<file path="config.mk">
export PLATFORM = sky130hd
export DESIGN_NAME = clock_divider_param
export DESIGN_NICKNAME = d
export VERILOG_FILES = /design/src/rtl/clkdiv_pkg.sv /design/src/rtl/clkdiv_shadow_reg.sv /design/src/rtl/clock_divider_param.sv
export SDC_FILE = /design/constraint.sdc
export NUM_CORES = 1
export LEC_CHECK = 0
export CAP_MARGIN = 40
export CORE_ASPECT_RATIO = 0.75
export CORE_MARGIN = 2
export CORE_UTILIZATION = 29
export CTS_CLUSTER_SIZE = 28
export DETAILED_ROUTE_END_ITERATION = 10
export PLACE_DENSITY = 0.49
export SLEW_MARGIN = 20
export SYNTH_ARGS = -nofsm -noshare
export SYNTH_HDL_FRONTEND = slang
export SYNTH_SLANG_ARGS = --single-unit
</file>
<file path="constraint.sdc">
create_clock -name clk -period 6.2 [get_ports clk]
set_input_delay 1.24 -clock clk [delete_from_list [all_inputs] [get_ports clk]]
set_output_delay 1.24 -clock clk [all_outputs]
set_load 0.02 [all_outputs]
</file>
<file path="src/rtl/clkdiv_pkg.sv">
// Shared constants, divisor clamp and next-count source encoding for the clock divider.
package clkdiv_pkg;

  localparam int unsigned DIV_MIN = 2;

  typedef enum logic [1:0] {
    HOLD,
    INCR,
    WRAP,
    CLEAR
  } cnt_src_e;

  // Divisors below DIV_MIN cannot form a period with both a low and a high phase.
  function automatic logic [31:0] clkdiv_clamp(input logic [31:0] value);
    return (value < 32'(DIV_MIN)) ? 32'(DIV_MIN) : value;
  endfunction

endpackage

</file>
<file path="src/rtl/clkdiv_shadow_reg.sv">
// Double-buffered divisor: captures clamped writes into a shadow and moves them
// to the active divisor only when the counter signals a period boundary.
module clkdiv_shadow_reg
  import clkdiv_pkg::*;
#(
  parameter int unsigned WIDTH       = 16,
  parameter int unsigned DIV_DEFAULT = 2048
) (
  input  logic             clk,
  input  logic             rst,
  input  logic             div_wr,
  input  logic [WIDTH-1:0] div_in,
  input  logic             apply,
  output logic [WIDTH-1:0] div_active,
  output logic             div_pend
);

  logic [WIDTH-1:0] div_active_q, div_active_d;
  logic [WIDTH-1:0] div_shadow_q, div_shadow_d;
  logic             div_pend_q, div_pend_d;

  // A boundary consumes the shadow held before this edge; a coincident write re-arms it.
  always_comb begin
    div_active_d = div_active_q;
    div_shadow_d = div_shadow_q;
    div_pend_d   = div_pend_q;
    if (apply && div_pend_q) begin
      div_active_d = div_shadow_q;
      div_pend_d   = 1'b0;
    end
    if (div_wr) begin
      div_shadow_d = WIDTH'(clkdiv_clamp(32'(div_in)));
      div_pend_d   = 1'b1;
    end
  end

  always_ff @(posedge clk) begin
    if (rst) begin
      div_active_q <= WIDTH'(DIV_DEFAULT);
      div_shadow_q <= WIDTH'(DIV_DEFAULT);
      div_pend_q   <= 1'b0;
    end else begin
      div_active_q <= div_active_d;
      div_shadow_q <= div_shadow_d;
      div_pend_q   <= div_pend_d;
    end
  end

  assign div_active = div_active_q;
  assign div_pend   = div_pend_q;

endmodule

</file>
<file path="src/rtl/clock_divider_param.sv">
// Runtime-programmable integer clock/enable divider with square output and per-period tick.
// Optional restart input enabled by defining CLKDIV_SYNC_EN.
module clock_divider_param
  import clkdiv_pkg::*;
#(
  parameter int unsigned WIDTH       = 16,
  parameter int unsigned DIV_DEFAULT = 2048
) (
  input  logic             clk,
  input  logic             rst,
  input  logic             en,
  input  logic             div_wr,
  input  logic [WIDTH-1:0] div_in,
`ifdef CLKDIV_SYNC_EN
  input  logic             sync,
`endif
  output logic             div_pend,
  output logic [WIDTH-1:0] count,
  output logic             tick,
  output logic             q
);

  logic [WIDTH-1:0] div_active;
  logic [WIDTH-1:0] count_q, count_d;
  logic             tick_q, tick_d;
  logic             q_q, q_d;
  logic             sync_c;
  logic             last_c;
  logic             apply_c;
  cnt_src_e         src_c;

`ifdef CLKDIV_SYNC_EN
  assign sync_c = en & sync;
`else
  assign sync_c = 1'b0;
`endif

  clkdiv_shadow_reg #(
    .WIDTH      (WIDTH),
    .DIV_DEFAULT(DIV_DEFAULT)
  ) u_shadow (
    .clk       (clk),
    .rst       (rst),
    .div_wr    (div_wr),
    .div_in    (div_in),
    .apply     (apply_c),
    .div_active(div_active),
    .div_pend  (div_pend)
  );

  // Stop and restart take priority over a natural wrap and never produce a tick.
  always_comb begin
    src_c   = HOLD;
    count_d = count_q;
    last_c  = (count_q >= (div_active - WIDTH'(1)));
    if (!en || sync_c) begin
      src_c = CLEAR;
    end else if (last_c) begin
      src_c = WRAP;
    end else begin
      src_c = INCR;
    end
    case (src_c)
      HOLD:        count_d = count_q;
      INCR:        count_d = count_q + WIDTH'(1);
      WRAP, CLEAR: count_d = '0;
      default:     count_d = count_q;
    endcase
    apply_c = (src_c == WRAP) || (src_c == CLEAR);
    tick_d  = (src_c == WRAP);
    // Threshold is at least 1, so a cleared count always drives q low.
    q_d     = (count_d >= (div_active - (div_active >> 1)));
  end

  always_ff @(posedge clk) begin
    if (rst) begin
      count_q <= '0;
      tick_q  <= 1'b0;
      q_q     <= 1'b0;
    end else begin
      count_q <= count_d;
      tick_q  <= tick_d;
      q_q     <= q_d;
    end
  end

  assign count = count_q;
  assign tick  = tick_q;
  assign q     = q_q;

endmodule

</file>
=== Word-level counts from Yosys, hierarchy flattened ===
Index checks and enable logic that the tools add are counted.

* Register bits: 51
* Latch bits: 0
* RAM bits: 0
* Memory bits (read-only): 0
* Bits of input ports: 20
* Output and inout port bits: 19
* Memories kept: 0

* $add $sub $neg: 3
* Multipliers: 0
* Div/mod/pow operators: 0
* Order comparisons: 3
* Eq/ne operators: 3
* Shift-type cells: 0
* Mux-type cells: 6
* Bitwise gates (word level): 0
* Reductions and logical operators: 5

{| class="wikitable"
|+ Operators by type and width
! kind !! count
|-
| case mux 16 bit (3 select lines) || 1
|-
| greater-or-equal comparator 16 bit || 2
|-
| adder 16 x 1 -> 16 bit (second input constant) || 1
|-
| < comparator 16 x 2 -> 1 bit (second input constant) || 1
|-
| 2-to-1 mux 16 bit || 1
|-
| subtractor 16 x 1 -> 16 bit (second input constant) || 1
|-
| subtractor 16 x 15 -> 16 bit || 1
|-
| equality test 2 bit (second input constant) || 2
|-
| 2-to-1 mux 2 bit || 2
|-
| equality test 2 x 1 -> 1 bit (second input constant) || 1
|-
| zero test 2 bit || 1
|-
| 2-to-1 mux 1 bit || 2
|-
| nonzero test 2 bit || 1
|-
| OR reduction 2 bit || 1
|-
| logical AND 1 bit || 1
|-
| logical OR 1 bit || 1
|}

=== Depth between registers and ports, before layout ===
Gate-level depths: netlist of the first run.

* Depth after elaboration: 9
* Gate-level depth with buffers: 23
* Gate-level depth less buffers: 21

=== Cells and area by module ===
From an unflattened synthesis of the first run, not the netlist that was laid out.

* Cells, all modules: 471
* Area total of the unflattened synthesis: 3942.5 um^2

{| class="wikitable"
|+ By module, submodules not included
! module !! instances !! cells an instance !! area an instance (um^2) !! seq. area each (um^2)
|-
| clock_divider_param || 1 || 338 || 2730.1 || 360.3
|-
| clkdiv_shadow_reg || 1 || 133 || 1212.4 || 660.6
|}

=== Worst setup path after synthesis of the first run ===
OpenSTA, ideal clock, no wires.

* Kind: flip-flop to flip-flop
* Start: register u_shadow.div_active_q[1], in the netlist u_shadow.div_active[1]
* End: register q_q, in the netlist q
* Library setup time: 115 ps
* Arrival time: 4362 ps
* Required time: 6085 ps
* Path slack: 1723 ps
* Cell stages (with the launch flop): 24
* Buffers on the path: 2
* Period minus slack after synthesis: 4477 ps
* Path through: dfxtp_1 inv_1 ha_1 a21boi_0 o21ai_0 a21boi_0 and2_1 nand4_1 xnor2_1 ha_1 nand2_2 nor4_4 o2111ai_2 and3_2 buf_2 nand2_2 buf_2 nor2_1 ha_1 a21o_1 a21o_1 a21oi_1 nand2_1 o21a_1

* Longest elaborated chain between the ends: 8

{| class="wikitable"
|+ RTL lines
! item !! RTL line !! text
|-
| from (decl) || clkdiv_shadow_reg.sv:18 || <nowiki>logic [WIDTH-1:0] div_active_q, div_active_d;</nowiki>
|-
| from (signal assigned) || clkdiv_shadow_reg.sv:39 || <nowiki>div_active_q <= WIDTH'(DIV_DEFAULT);</nowiki>
|-
| from (signal assigned) || clkdiv_shadow_reg.sv:43 || <nowiki>div_active_q <= div_active_d;</nowiki>
|-
| subtractor 16 x 1 -> 16 bit * || clock_divider_param.sv:55 || <nowiki>last_c = (count_q >= (div_active - WIDTH'(1)));</nowiki>
|-
| greater-or-equal comparator 16 bit * || clock_divider_param.sv:55 ||
|-
| 2-to-1 mux 2 bit * || clock_divider_param.sv:58 || <nowiki>end else if (last_c) begin</nowiki>
|-
| 2-to-1 mux 2 bit * || clock_divider_param.sv:56 || <nowiki>if (!en || sync_c) begin</nowiki>
|-
| equality test 2 bit || clock_divider_param.sv:63 || <nowiki>case (src_c)</nowiki>
|-
| OR reduction 2 bit || clock_divider_param.sv:63 ||
|-
| case mux 16 bit (3 select lines) * || clock_divider_param.sv:63 ||
|-
| via count_d[13] || clock_divider_param.sv:24 || <nowiki>logic [WIDTH-1:0] count_q, count_d;</nowiki>
|-
| greater-or-equal comparator 16 bit * || clock_divider_param.sv:72 || <nowiki>q_d = (count_d >= (div_active - (div_active >> 1)));</nowiki>
|-
| to (signal assigned) || clock_divider_param.sv:83 || <nowiki>q_q <= q_d;</nowiki>
|-
| to (decl) || clock_divider_param.sv:26 || <nowiki>logic q_q, q_d;</nowiki>
|}

Mark *: on every way through the listed nets, which the timed path passes. The rest lies on a longest branch.
A chain may end at the register's enable or synchronous reset.

=== Worst setup path after layout of the first run ===
* Start: register u_shadow.div_active_q[2], in the netlist u_shadow.div_active[2]
* End: register q_q, in the netlist q

The elaborated chain is that of the path after synthesis.

==> reports/results.ini, run 1 <==
[worst_setup_path]
rr_worst_depth=21
crit_family=compound AO/OA/AOI/OAI gates
r2r_slack_ps=1410
critPathKind=reg -> reg
critPathMaxFanout=15
critPathCaptureType=flip-flop
reg2reg_to=q
cp.arrival_ps=4970
r2r-start=u_shadow.div_active[2]
worstPathCellList=inv_1, ha_1, a21boi_0, o21ai_0, a21boi_0, and2_1, nand4_1, xnor2_1, ha_1, nand2_2, nor4_4, o2111ai_2, and3_2, nand2_2, nor2_1, ha_1, a21o_1, a21o_1, a21oi_1, nand2_1, o21a_1
startpoint_type=flip-flop
cpMostUsedCell=ha_1
cpPeakStageDelay_ps=410
crit_slowest_cell=dfxtp_1
cp.required_ps=6380
cp_num_buf_inv=1

[layout]
layout-drive-gt1-share_pct=3.99
fillCellCount=1379
area_growth_pct=18.5
final_cell_mix=nor2_1 (78), ha_1 (66), dfxtp_1 (51)
multi_input_area_um2=2720
diodes=0
final_net_count=587
regArea_um2=1020
final_common_cell=nor2_1
final_util_pct=35.6
design_area_um2=4680

[placement]
gp_congestion=0.843
place_area_um2=4510
pre_cts_ws_ps=1420
dp_hpwl_mm=7.91
io_buffers=38

[clock_network]
holdBufCountCts=0
cts.clk_slew.worst_paths_ps=70
clk_latency_ps=290
post_cts_buffers=0
cts_buffers=5
cts_tree=yes
clockRootBuffer=clkbuf_16
clock-sinks=51
cts_resized=0
h-tree-depth=2
cts_buffer_depth=2

[synthesis]
synthTopCellsByArea=dfxtp_1 (26%), ha_1 (21%), nor2_1 (7.4%)
ys.warnings.count=0
synth_top_area_cell=dfxtp_1
synth_flop_cell=dfxtp_1
async_flop_share_pct=0
syn_inst=461
synth_area_um2=3950
avgSynthCellArea_um2=8.57
ys_seq_area_share_pct=25.8
ys_seq_elements=51
syn_nets=548
synth_cell_types=51
synth-edff-count=0
synth_top_area_share_pct=25.8

[pwr]
total_power_mw=0.807
combPwrFrac_pct=22.7
pwr-share-clk_pct=34.5
power.leakage_nw=1.91
p_int_mw=0.571
powerDensity_nw_per_um2=172
p_sw_mw=0.236
vdd_ir_drop_max_mv=0.103
switching_share_pct=29.3
pwr-share-seq_pct=42.8

[global_route]
grt_pass1_vias=2995
grt-ovfl-total=0
grt_usage_pct=13.3
grt_max_degree=19
grt_pass1_wl_mm=15.6
grt_antenna_before_repair=0

[timing]
fin_crit_sh_pct=77.2
timing.final.hold_violations=0
setup_violations=0
rsz0062_at_grt=no
relSlewSlack_pct=58.8
drv_slew=0
setup_tns_ps=0
skew_ps=5.42
min_period_ps=4790
layout_setup_ws_ps=1410
fmax_mhz=209
worst_pin_slew_ps=613

[floorplan]
io_pins=39
die_w_um=139
core_um2=13200
die_y_um=105
core.rowCount=36
dieArea_um2=14600
start_util_pct=30.0

[drt]
antenna_left=0
wirelength_mm=9.49
drt_iter0_markers=148
wl_per_cell_um=14.1
vias=3204
firstDrtPassIters=4
viasPerCell=4.77
drc=0

[status]
status=finished, final reports clean

[worst_hold_path]
hold_class=reg -> reg
min_from=u_shadow.div_shadow_q[11]
min_to=u_shadow.div_active[11]
whs_path_depth=1

[job]
max_cap_viol_count=0

## flip-flops by register name, summed over array words and instances, names as in the netlist
signal                 count
q                          1
count                     16
u_shadow.div_pend          1
u_shadow.div_active       16
tick                       1
u_shadow.div_shadow_q     16
## power by group through the flow
stage          Clock, mW  Combinational [mW]  Sequential [mW]
2_1_floorplan          0               0.127            0.351
3_3_place_gp           0               0.177            0.353
3_5_place_dp           0               0.181            0.353
4_1_cts            0.289               0.182            0.346
5_1_grt            0.302               0.207            0.347
6_report           0.279               0.183            0.346
## cells in the mapped netlist, types with 2 or more instances
library cell  instances
nor4_1                6
a21boi_0              3
clkbuf_1              3
and3_1                4
a211oi_1              6
o21ai_0              11
or4_1                 3
a31oi_1               3
a21o_1                4
nor2b_1               5
a21oi_1              21
xnor2_1              26
mux2i_1              29
nand3_1              10
nand4_1               7
and2_1                3
nor2_1               78
o211ai_1              2
o21a_1                4
o311ai_0              2
a211o_1               2
or3_1                 3
ha_1                 66
nand2b_1              8
dfxtp_1              51
xor2_1               11
nor3_1                7
nand2_2               2
nor3b_1               2
nand2_1              18
o2111ai_1             2
clkbuf_8              2
buf_2                 3
inv_1                37
## through the flow
step	cells	hold WS (ps)
floorplan	461	427
global placement	661	443
detailed placement	663	444
CTS	671	466
global route	672	503
finish	672	457
## cell type report
class                           instances  share of cell area [%]
Multi-Input combinational cell        363                    58.1
Timing Repair Buffer                   42                    9.51
Tap cell                              171                    4.57
Clock inverter                          2                   0.347
Sequential cell                        51                    21.8
Clock buffer                            6                    2.75
Inverter                               37                    2.97
## kinds of logic (layout without fill, tap and decap cells)
logic type / count (synthesis) / count (layout) / share of synthesized area [%]
compound gates: 68 / 68 / 11.8
xor+xnor: 37 / 37 / 8.20
simple gates: 161 / 161 / 19.7
mux: 30 / 30 / 7.63
flops: 51 / 51 / 25.8
buf+inv: 47 / 87 / 5.35
fa+ha+maj: 67 / 67 / 21.4
## how the worst max path moves through the flow
| stage | start | endpoint | slack [ps] | depth (start not counted) |
|---|---|---|---|---|
| global placement | u_shadow.div_active[2] | q | 1590 | 21 |
| finish | u_shadow.div_active[2] | q | 1410 | 21 |
| detailed placement | u_shadow.div_active[2] | q | 1420 | 21 |
| floorplan | u_shadow.div_active[1] | q | 1720 | 23 |
| global route | u_shadow.div_active[2] | q | 970 | 21 |
| CTS | u_shadow.div_active[2] | q | 1380 | 21 |
## metal layers
metal	GRT usage, %	wire length, um
met1	21.8	5570
met2	17.5	3480
met3	2.66	406
met4	1.88	39
met5	0	0
(Power assumes the default switching activity.)
==> inputs of run 2 (changes only) <==
--- a/config.mk
+++ b/config.mk
@@ -11,7 +11,7 @@
 export CORE_UTILIZATION = 29
 export CTS_CLUSTER_SIZE = 28
 export DETAILED_ROUTE_END_ITERATION = 10
-export PLACE_DENSITY = 0.49
+export PLACE_DENSITY = 0.51
 export SLEW_MARGIN = 20
 export SYNTH_ARGS = -nofsm -noshare
 export SYNTH_HDL_FRONTEND = slang
==> constraint.sdc (replaced) <==
create_clock -name clk -period 4.35 [get_ports clk]
set_input_delay 0.87 -clock clk [delete_from_list [all_inputs] [get_ports clk]]
set_output_delay 0.87 -clock clk [all_outputs]
set_load 0.02 [all_outputs]
==> run 2 against run 1 <==
Total power is 46% higher. Final area is 1.7% higher. Worst setup slack worse by 1100 ps. Critical path type unchanged. Critical path depth stayed put. Register-to-register slack worse by 1100 ps. Critical endpoint unchanged.
==> reports/results.ini, run 2 (synthesis gave the netlist of run 1 again) <==
[layout]
final_util_pct=36.2
area_growth_pct=20.6
final_common_cell=nor2_1
fillCellCount=1377
diodes=0
final_cell_mix=nor2_1 (77), ha_1 (66), dfxtp_1 (51)
layout-drive-gt1-share_pct=7.23
final_net_count=598

[global_route]
grt_antenna_before_repair=0
grt_pass1_vias=3208
grt_usage_pct=14.1
grt-ovfl-total=0
grt_max_degree=37
grt_pass1_wl_mm=16.5

[timing]
relSlewSlack_pct=58.5
min_period_ps=3990
rsz0062_at_grt=no
skew_ps=7.86
worst_pin_slew_ps=616
timing.final.hold_violations=0
drv_slew=0
setup_violations=0
fin_crit_sh_pct=91.8
fmax_mhz=250

[pwr]
vdd_ir_drop_max_mv=0.159
p_int_mw=0.819
powerDensity_nw_per_um2=247
total_power_mw=1.18
switching_share_pct=30.4
pwr-share-seq_pct=41.8
power.leakage_nw=1.97
pwr-share-clk_pct=35.3
p_sw_mw=0.357
combPwrFrac_pct=23.0

[drt]
wl_per_cell_um=14.3
wirelength_mm=9.79
firstDrtPassIters=6
drc=0
vias=3192
drt_iter0_markers=170
viasPerCell=4.67
antenna_left=0

[clock_network]
cts_buffer_depth=2
cts.clk_slew.worst_paths_ps=80
clockRootBuffer=clkbuf_16
clock-sinks=51
cts_tree=yes
clk_latency_ps=300
h-tree-depth=2
cts_buffers=5

[worst_setup_path]
startpoint_type=flip-flop
critPathMaxFanout=10
critPathCaptureType=flip-flop
critPathKind=reg -> reg
cp.arrival_ps=4190
cp.required_ps=4550

[floorplan]
die_y_um=105
die_w_um=139
core_um2=13200
dieArea_um2=14600
start_util_pct=30.0
core.rowCount=36
io_pins=39

[placement]
io_buffers=38
gp_congestion=0.857
dp_hpwl_mm=8.02

[worst_hold_path]
hold_class=reg -> reg

[status]
status=finished, final reports clean

[job]
max_cap_viol_count=0

run 2: cell count changes in the layout (fill, tap and decap cells not counted), sizes merged:
cell  before  now
buf        4   15
run 2: area by class of cell:
class | instances | area (um^2) | area share (%)
multi-input cells | 363 | 2740 | 57.6
flip-flops and latches | 51 | 1020 | 21.4
repair buffers | 53 | 500 | 10.5
well taps | 171 | 214 | 4.49
inverters | 37 | 139 | 2.92
clock buffers | 6 | 129 | 2.71
clock inverters | 2 | 16.3 | 0.341
run 2: worst paths after layout:
| check | start | end | slack [ps] | cells after the start |
|---|---|---|---|---|
| setup / recovery | u_shadow.div_active[2] | q | 360 | 21 |
| hold / removal | u_shadow.div_shadow_q[11] | u_shadow.div_active[11] | 460 | 1 |
| setup reg to reg | u_shadow.div_active[2] | q | 360 | 21 |
| hold reg to reg | u_shadow.div_shadow_q[11] | u_shadow.div_active[11] | 460 | 1 |
run 2: critical path, stage by stage, from the launching register on:
cell       delay [ps]
dfxtp_1           340
inv_2              80
ha_1              200
a21boi_2          160
o21ai_1           100
a21boi_2          170
and2_4            180
nand4_1           120
xnor2_1           160
ha_1              310
nand2_2            90
nor4_4            300
o2111ai_2         150
and3_4            240
nand2_4           120
nor2_1             70
ha_1              310
a211oi_1          240
o31ai_1           120
o2111ai_1         110
a21oi_1           120
o21a_1            190
run 2: power by group through the flow:
stage | registers (mW) | logic (mW) | clock network (mW)
after floorplan | 0.501 | 0.182 | 0
after global placement | 0.502 | 0.257 | 0
after detailed placement | 0.502 | 0.265 | 0
after CTS | 0.491 | 0.268 | 0.425
after global routing | 0.494 | 0.302 | 0.445
final | 0.491 | 0.270 | 0.415
run 2: timing repair:
action,in CTS,in global routing
buffers inserted,0,1
pin swaps,0,2
setup endpoints to repair,1,1
resized for setup,2,9
hold buffers,0,0
run 2: per-layer routing:
metal	share of wire [%]	wire length, um	vias up	track usage, %
li1	-	-	1694	-
met3	3.9	378	7	2.93
met4	0.56	55	0	2.16
met5	0	0	-	0
met2	37	3640	50	20.1
met1	58	5710	1441	21.9
run 2: stage by stage:
| stage | setup TNS [ps] | hold WS, ps | instance area (um^2) | std cells | setup WS, ps |
|---|---|---|---|---|---|
| finish | 0 | 462 | 4760 | 683 | 356 |
| global route | 0 | 485 | 4760 | 683 | 13.2 |
| CTS | 0 | 470 | 4740 | 682 | 36.9 |
| detailed placement | -60.8 | 450 | 4590 | 674 | -60.8 |
| global placement | 0 | 443 | 4570 | 673 | 119 |
| floorplan | 0 | 427 | 3950 | 461 | 0.667 |
